$ cat src/rtl/smart_counter_pkg.sv
`default_nettype none
// ============================================================================
// Module      : smart_counter_pkg
// Description : Mode encodings shared by the multimode counter and its bench.
// Revision    : 1.0 - initial release
// ============================================================================
package smart_counter_pkg;

  localparam logic [1:0] c_WRAP    = 2'b00;
  localparam logic [1:0] c_SAT     = 2'b01;
  localparam logic [1:0] c_ONESHOT = 2'b10;

  // Encoding 2'b11 has no behaviour of its own and falls back to wrap.
  function automatic logic [1:0] resolve_mode(input logic [1:0] mode);
    return (mode == 2'b11) ? c_WRAP : mode;
  endfunction

endpackage
`default_nettype wire

$ cat src/rtl/counter_prescaler.sv
`default_nettype none
// ============================================================================
// Module      : counter_prescaler
// Description : Divides enabled cycles; tick fires every prescale+1 of them.
// Revision    : 1.0 - initial release
// ============================================================================
module counter_prescaler #(
  parameter int PRE_W = 4
) (
  input  logic             clk,
  input  logic             reset_n,
  input  logic             enable,
  input  logic             restart,
  input  logic [PRE_W-1:0] prescale,
  output logic             tick
);

  logic [PRE_W-1:0] r_cnt;
  logic             w_match;

  // Equality (not >=) so a prescale lowered mid-period lets the counter roll over.
  assign w_match = (r_cnt == prescale);
  assign tick    = enable && w_match && !restart;

  always_ff @(posedge clk or negedge reset_n) begin
    if (!reset_n) begin
      r_cnt <= '0;
    end else if (restart) begin
      r_cnt <= '0;
    end else if (enable) begin
      if (w_match) begin
        r_cnt <= '0;
      end else begin
        r_cnt <= r_cnt + 1'b1;
      end
    end
  end

endmodule
`default_nettype wire

$ cat src/rtl/multimode_counter.sv
`default_nettype none
// ============================================================================
// Module      : multimode_counter
// Description : Prescaled up/down counter with wrap, saturate and one-shot modes.
// Revision    : 1.0 - initial release
// ============================================================================
module multimode_counter
  import smart_counter_pkg::*;
#(
  parameter int WIDTH = 8,
  parameter int PRE_W = 4
) (
  input  logic             clk,
  input  logic             reset_n,
  input  logic             enable,
  input  logic             clear,
  input  logic             load,
  input  logic [WIDTH-1:0] data_in,
  input  logic             up_down,
  input  logic [1:0]       mode,
  input  logic [WIDTH-1:0] limit,
  input  logic [PRE_W-1:0] prescale,
  output logic [WIDTH-1:0] count_out,
  output logic             at_zero,
  output logic             at_limit,
  output logic             wrap_pulse,
  output logic             done
);

  logic [WIDTH-1:0] r_count;
  logic             r_wrap;
  logic             r_done;
  logic             w_tick;
  logic             w_restart;
  logic             w_boundary;
  logic [1:0]       w_mode;
  logic [WIDTH-1:0] w_load_val;

  assign w_restart  = clear | load;
  assign w_mode     = resolve_mode(mode);
  assign w_load_val = (data_in > limit) ? limit : data_in;
  // Up uses >= so a limit lowered below the count still counts as the boundary.
  assign w_boundary = up_down ? (r_count >= limit) : (r_count == '0);

  counter_prescaler #(
    .PRE_W (PRE_W)
  ) u_prescaler (
    .clk      (clk),
    .reset_n  (reset_n),
    .enable   (enable),
    .restart  (w_restart),
    .prescale (prescale),
    .tick     (w_tick)
  );

  always_ff @(posedge clk or negedge reset_n) begin
    if (!reset_n) begin
      r_count <= '0;
      r_wrap  <= 1'b0;
      r_done  <= 1'b0;
    end else begin
      r_wrap <= 1'b0;
      if (clear) begin
        r_count <= '0;
        r_done  <= 1'b0;
      end else if (load) begin
        r_count <= w_load_val;
        r_done  <= 1'b0;
      end else if (w_tick && !r_done) begin
        if (!w_boundary) begin
          r_count <= up_down ? (r_count + 1'b1) : (r_count - 1'b1);
        end else begin
          case (w_mode)
            c_SAT:     r_count <= r_count;
            c_ONESHOT: r_done  <= 1'b1;
            default: begin
              r_count <= up_down ? '0 : limit;
              r_wrap  <= 1'b1;
            end
          endcase
        end
      end
    end
  end

  assign count_out  = r_count;
  assign wrap_pulse = r_wrap;
  assign done       = r_done;
  assign at_zero    = (r_count == '0);
  assign at_limit   = (r_count >= limit);

endmodule
`default_nettype wire

$ cat config.mk
export PLATFORM = sky130hd
export DESIGN_NAME = multimode_counter
export DESIGN_NICKNAME = d
export VERILOG_FILES = /design/src/rtl/smart_counter_pkg.sv /design/src/rtl/counter_prescaler.sv /design/src/rtl/multimode_counter.sv
export SDC_FILE = /design/constraint.sdc
export NUM_CORES = 1
export LEC_CHECK = 0
export CAP_MARGIN = 30
export CORE_MARGIN = 1.5
export CORE_UTILIZATION = 50
export DETAILED_ROUTE_END_ITERATION = 16
export PLACE_DENSITY = 0.77
export SLEW_MARGIN = 20
export SYNTH_ARGS = -nofsm -noshare
export SYNTH_HDL_FRONTEND = slang
export SYNTH_SLANG_ARGS = --single-unit
$ cat constraint.sdc
create_clock -name clk -period 3.7 [get_ports clk]
set_clock_uncertainty 0.15 [all_clocks]
set_input_delay 0.74 -clock clk [delete_from_list [all_inputs] [get_ports clk]]
set_output_delay 0.74 -clock clk [all_outputs]
set_load 0.01 [all_outputs]
# == Word level (Yosys, flattened, before mapping) ==
# Cells that the tools add are included.
# totals
ff_bits,14
latch_bits,0
ramBits,0
mem_bits_ro,0
inputBits,28
out_inout_bits,12
word_cells,51
n_memories,0
# op_classes
addsub,3
n_mul,0
div,0
n_lt_le_gt_ge,2
n_eq_ne,5
n_shift,0
n_mux,23
bitwise_logic,1
reduce_logical,13
# op_table
operator,count
$mux W8,8
$mux W4,3
$mux W1,11
$reduce_bool A3 Y1,3
$add A8 B1 Y8 const B,1
$ge A8 B8 Y1,1
$gt A8 B8 Y1,1
$logic_not A8 Y1,1
$sub A8 B1 Y8 const B,1
$add A4 B1 Y4 const B,1
$eq A2 B2 Y1 const B,2
$eq A4 B4 Y1,1
$ne A4 B4 Y1 const B,1
$logic_and A1 B1 Y1,3
$reduce_and A3 Y1,1
$eq A2 B1 Y1 const B,1
$logic_not A1 Y1,2
$mux W2,1
$reduce_and A2 Y1,1
$reduce_bool A2 Y1,1
$reduce_or A2 Y1,1
$or A1 B1 Y1,1

# == Logic depth before layout (Yosys ltp) ==
# logic_depth
ltp_word,9
mapped_depth,10
ltp_nobuf,9

# == Modules after synthesis ==
# Synthesis repeated with hierarchy kept, for this count alone.
# hier_totals
cells_unflattened,213
hier_area_um2,1815.5
# by_module_without_submodules
mod,n_inst,cells_per_inst,area_per_inst_um2,seq_area_each_um2
multimode_counter,1,185,1534.0,250.2
counter_prescaler,1,28,281.5,100.1

# == Worst setup path after synthesis ==
# Ideal clock, no wire load.
# synth_timing
path_type,input-to-reg
startpoint,input limit[7]
endpoint,register r_count[6] (netlist: count_out[6])
arrival_ps,2706
slack_ps,720
cell_stages,8
path_buffers,0
path_cell_list,inv_1 > ha_1 > nand2_1 > o41ai_1 > a21oi_1 > a221oi_1 > a211oi_1 > mux2_2
# synth_between
elab_chain_cells,6
word_cells_on_any_way,10
# synth_lines
item,line_no,rtl
from (decl),multimode_counter.sv:21,"input logic [WIDTH-1:0] limit,"
$ge A8 B8 Y1 *,--,
via at_limit,multimode_counter.sv:25,"output logic at_limit,"
$mux W1 *,multimode_counter.sv:43,assign w_boundary = up_down ? (r_count >= limit) : (r_count == '0);
$mux W8,multimode_counter.sv:70,if (!w_boundary) begin
$mux W8,multimode_counter.sv:69,end else if (w_tick && !r_done) begin
$mux W8,multimode_counter.sv:66,end else if (load) begin
$mux W8,multimode_counter.sv:63,if (clear) begin
to (signal assigned),multimode_counter.sv:67,r_count <= w_load_val;
to (signal assigned),multimode_counter.sv:71,r_count <= up_down ? (r_count + 1'b1) : (r_count - 1'b1);
to (signal assigned),multimode_counter.sv:74,c_SAT: r_count <= r_count;
to (decl),multimode_counter.sv:30,logic [WIDTH-1:0] r_count;
# The timed path passes the listed nets; every way through them passes the cells marked *. The select of a mux whose other input is x is not followed.
# A chain may end at the register's enable or synchronous reset.

# == Worst setup path in the final report ==
# layout_timing
startpoint,input limit[0]
endpoint,output at_limit
# layout_between
elab_chain_cells,1
# layout_lines
item,line_no,rtl
$ge A8 B8 Y1,multimode_counter.sv:90,assign at_limit = (r_count >= limit);
to (decl),multimode_counter.sv:25,
# No other way between the ends.

==> impl.org <==
** Clocking
- CTS built an H-tree with a depth of 1.
- Num Clock Sinks :: 14
- Insertion delay of the later-clocked pin in the worst-skew pair :: 290 ps
- Setup repair bufs after CTS :: 0
- In this run the deepest clock path goes through 2 buffers.
- After clock tree synthesis, the clock-pin slew on the worst setup and hold paths is 80 ps.
- TritonCTS built the clock tree.
- TritonCTS created 3 clock buffers.
- Library cell used as clock root buffer :: sky130_fd_sc_hd__clkbuf_4

** Final layout
- The finished cells cover 2180 um2.
- The net count of the finished layout is roughly 290.
- Layout cell share with drive strength beyond 1 :: 0.126
- Inserted Diodes :: 0
- Leaving out fill and tap cells, the most frequent cell in the layout is sky130_fd_sc_hd__clkdlybuf4s50_1.
- Final Core Density :: 0.714
- Commonest non-fill, non-tap cells in the layout :: sky130_fd_sc_hd__clkdlybuf4s50_1 (38), sky130_fd_sc_hd__ha_1 (24), sky130_fd_sc_hd__inv_1 (16)
- Area delta synth->final :: 35.6%

** Run status
- Outcome :: complete, no violations

** Pwr
- Share of power burned in combinational logic :: 0.567
- Of the total power, the share spent switching nets is 0.379.
- Of the total power, registers draw 0.277.
- For this design the total switching power over the nets is approximately 270 uW.
- The design draws 710 uW.
- Standby leakage power :: around 1.0 nW
- Power per unit of standard cell area :: around 330 nW/um2
- Internal power contribution :: ~440 uW
- The share of total power dissipated in the clock network is 0.156.
- Worst voltage drop across the vdd grid :: ~0.25 mV

** Floorplan
- The floorplan step set the die height to 59.7 um.
- Core area :: 3050 um2
- The floorplan step defined a die boundary enclosing between 3000 and 4000 um2.
- Starting density of the core :: 0.527
- 40 I/O pins were placed.
- In this run the horizontal extent of the chip is about 60 um.
- Site row count :: 20

** Detailed routing
- Detail-routed via count per cell :: ~5.8
- Remaining design rule violation count :: 0
- The detail route stage leaves a number of antenna-violating nets equal to 0.
- The routed layout has approximately 1600 vias.
- The first detailed-routing pass took 6 iterations.
- The final layout contains routed wiring with a total length of about 4.3 mm.
- Routed wire per std cell :: approximately 16 um
- Number of DRC violations after detailed-routing iteration 0 :: 70

** Synthesis
- Mean Syn Cell Area :: around 9 um2
- Of the total synthesized cell area, the portion taken by XOR and XNOR cells is 0.0436.
- Syn Inst Count :: 180
- Distinct cells, synth :: 42
- In the synthesized netlist the dominant register cell turns out to be sky130_fd_sc_hd__dfrtp_1.
- Area share of the leading cell type in the synthesized netlist :: 0.218
- Simple-gate area share of the yosys netlist :: 0.144
- By area the synthesized netlist is led by sky130_fd_sc_hd__dfrtp_1 (22%), sky130_fd_sc_hd__ha_1 (19%), sky130_fd_sc_hd__mux2i_1 (6.8%).
- Net count after synthesis :: about 230
- Summed over all instances, the cell type with the most area after synthesis is sky130_fd_sc_hd__dfrtp_1.
- Dominant combinational cell family by area after synthesis :: compound AO/OA/AOI/OAI gates
- Post-synthesis instance area :: about 1600 um2
- Share of synthesized registers carrying an async set or reset :: 1.00
- Synthesis warning total :: 0
- Of the synthesized area, sequential elements account for 0.218.
- Complex-gate fraction of the synthesized area :: 0.226
- Number of enable flip-flop cells after synthesis :: 0
- Adder and majority cell fraction of the synthesized area :: 0.199
- The portion of synthesized area spent on multiplexers is 0.111.
- The synthesized design contains 14 register bits.

** Setup path
- At the worst endpoint, the required time is ~2800 ps.
- In this run the worst path has a maximum fanout of 2.
- Critical path endpoint :: at_limit
- The most critical setup path has its startpoint at limit[0].
- Start of the worst register-to-register path :: count_out[0]
- Worst-case register-to-register setup slack :: between 700 and 800 ps
- The worst setup path is captured at a primary output.
- CP Launch Type :: primary input
- STA puts the critical path data arrival time at 2440 ps.
- Register-to-Register Path Depth :: 10
- Worst reg2reg path endpoint :: count_out[6]
- Worst setup path class :: primary input to primary output

** GRT
- The first global-routing pass estimated 6.89 mm of wire.
- Maximum number of pins on one net before global-route repair :: 16
- The number of global-route vias before repair was 1588.
- Global routing finished with a remaining overflow of 0.
- Antenna violations before repair :: 0
- Across every metal layer, demand over resource in global routing totals 0.254.

** Placement
- Post-DP HPWL :: between 3 and 4 mm
- Total of buffers placed on input and output ports :: 39
- Last weighted congestion value of the routability-driven placer :: ~0.85
- Post-Place Cell Area :: approximately 2100 um2

** Timing
- WHS :: about 420 ps
- Hold Fails Final Rpt :: 0
- Setup repair after global routing left no endpoint under its margin.
- Tightest Pin Transition :: 638 ps
- Setup violations remaining at the end of the flow were counted as 0.
- Worst slew margin relative to its limit :: 0.573
- The smallest clock period supported by the final layout is computed as approximately 3300 ps.
- Maximum frequency from static timing analysis :: between 300 and 400 MHz
- The max-slew violation count was 0.
- Of the available clock period, the critical path in the final layout requires 0.899.

** Flow run
- Max Cap Violations :: 0

** Worst hold path
- Number of cells on the worst hold path :: 2
- Worst hold path class :: register to register
what timing repair did:
action,CTS,global route
hold buffers,0,0
resized for setup,2,3
setup endpoints to repair,1,1
area by class of cell:
class,instances,area (um2)
multi-input combinational,145,1190
fill,241,872
timing repair buffer,52,490
sequential,14,350
inverter,16,60.1
tap,44,55.1
clock buffer,4,36.3
metal layers:
layer	GRT usage	routed length, um	vias to the layer above
li1	-	-	781
met1	0.320	1900	766
met2	0.469	2190	44
met3	0.0130	173	7
met4	0.0667	53	0
met5	0	0	-
power groups by stage:
stage                     Combinational, mW  Clock [mW]  Sequential [mW]
after global routing                  0.442       0.116            0.199
final                                 0.402       0.111            0.197
after CTS                             0.389       0.112            0.196
after floorplan                       0.227           0            0.198
after detailed placement              0.382           0            0.199
after global placement                0.370           0            0.198
through the flow:
step | TNS, ps | std cells | setup slack (ps)
6_report | 0 | 275 | 374
5_1_grt | 0 | 275 | 299
4_1_cts | 0 | 275 | 48.6
3_5_place_dp | -18.7 | 271 | -18.7
3_3_place_gp | 0 | 271 | 84.9
2_1_floorplan | 0 | 180 | 720
worst max-delay path, cell delays in order:
cell	delay, ps
sky130_fd_sc_hd__clkdlybuf4s50_1	430
sky130_fd_sc_hd__ha_1	300
sky130_fd_sc_hd__nand2b_1	160
sky130_fd_sc_hd__a2111oi_2	490
sky130_fd_sc_hd__o41ai_4	130
sky130_fd_sc_hd__dlymetal6s2s_1	180
flip-flops by register name (all words and copies together) (netlist names):
register / count
count_out: 8
u_prescaler.r_cnt: 4
done: 1
wrap_pulse: 1
worst min path at each step:
stage                       start           end
after CTS                    done          done
after floorplan           reset_n  count_out[0]
after detailed placement     done          done
after global placement       done          done
after global routing         done          done
final                        done          done
cell usage after synthesis, types with 2 or more instances:
library cell	number
sky130_fd_sc_hd__mux2i_1	11
sky130_fd_sc_hd__o21ai_0	7
sky130_fd_sc_hd__dfrtp_1	14
sky130_fd_sc_hd__o21a_1	3
sky130_fd_sc_hd__clkbuf_1	3
sky130_fd_sc_hd__a211oi_1	6
sky130_fd_sc_hd__a221oi_1	6
sky130_fd_sc_hd__buf_6	2
sky130_fd_sc_hd__nor4_1	2
sky130_fd_sc_hd__nor3_1	4
sky130_fd_sc_hd__mux2_2	6
sky130_fd_sc_hd__a21oi_1	12
sky130_fd_sc_hd__nor2_1	13
sky130_fd_sc_hd__nand3_1	3
sky130_fd_sc_hd__ha_1	24
sky130_fd_sc_hd__xnor2_1	8
sky130_fd_sc_hd__nand4_1	3
sky130_fd_sc_hd__nor2b_1	3
sky130_fd_sc_hd__inv_1	16
sky130_fd_sc_hd__a211o_1	3
sky130_fd_sc_hd__nand2b_1	3
sky130_fd_sc_hd__nand2_1	8
kinds of logic after synthesis:
group	count (synthesis)
and+or+nand+nor	45
AOI/OAI and AO/OA	50
xor gates and xnor gates	8
adders and majority gates	25
buffers and inverters	21
muxes	17
DFF	14
No activity file was read; power rests on OpenSTA's default activity.
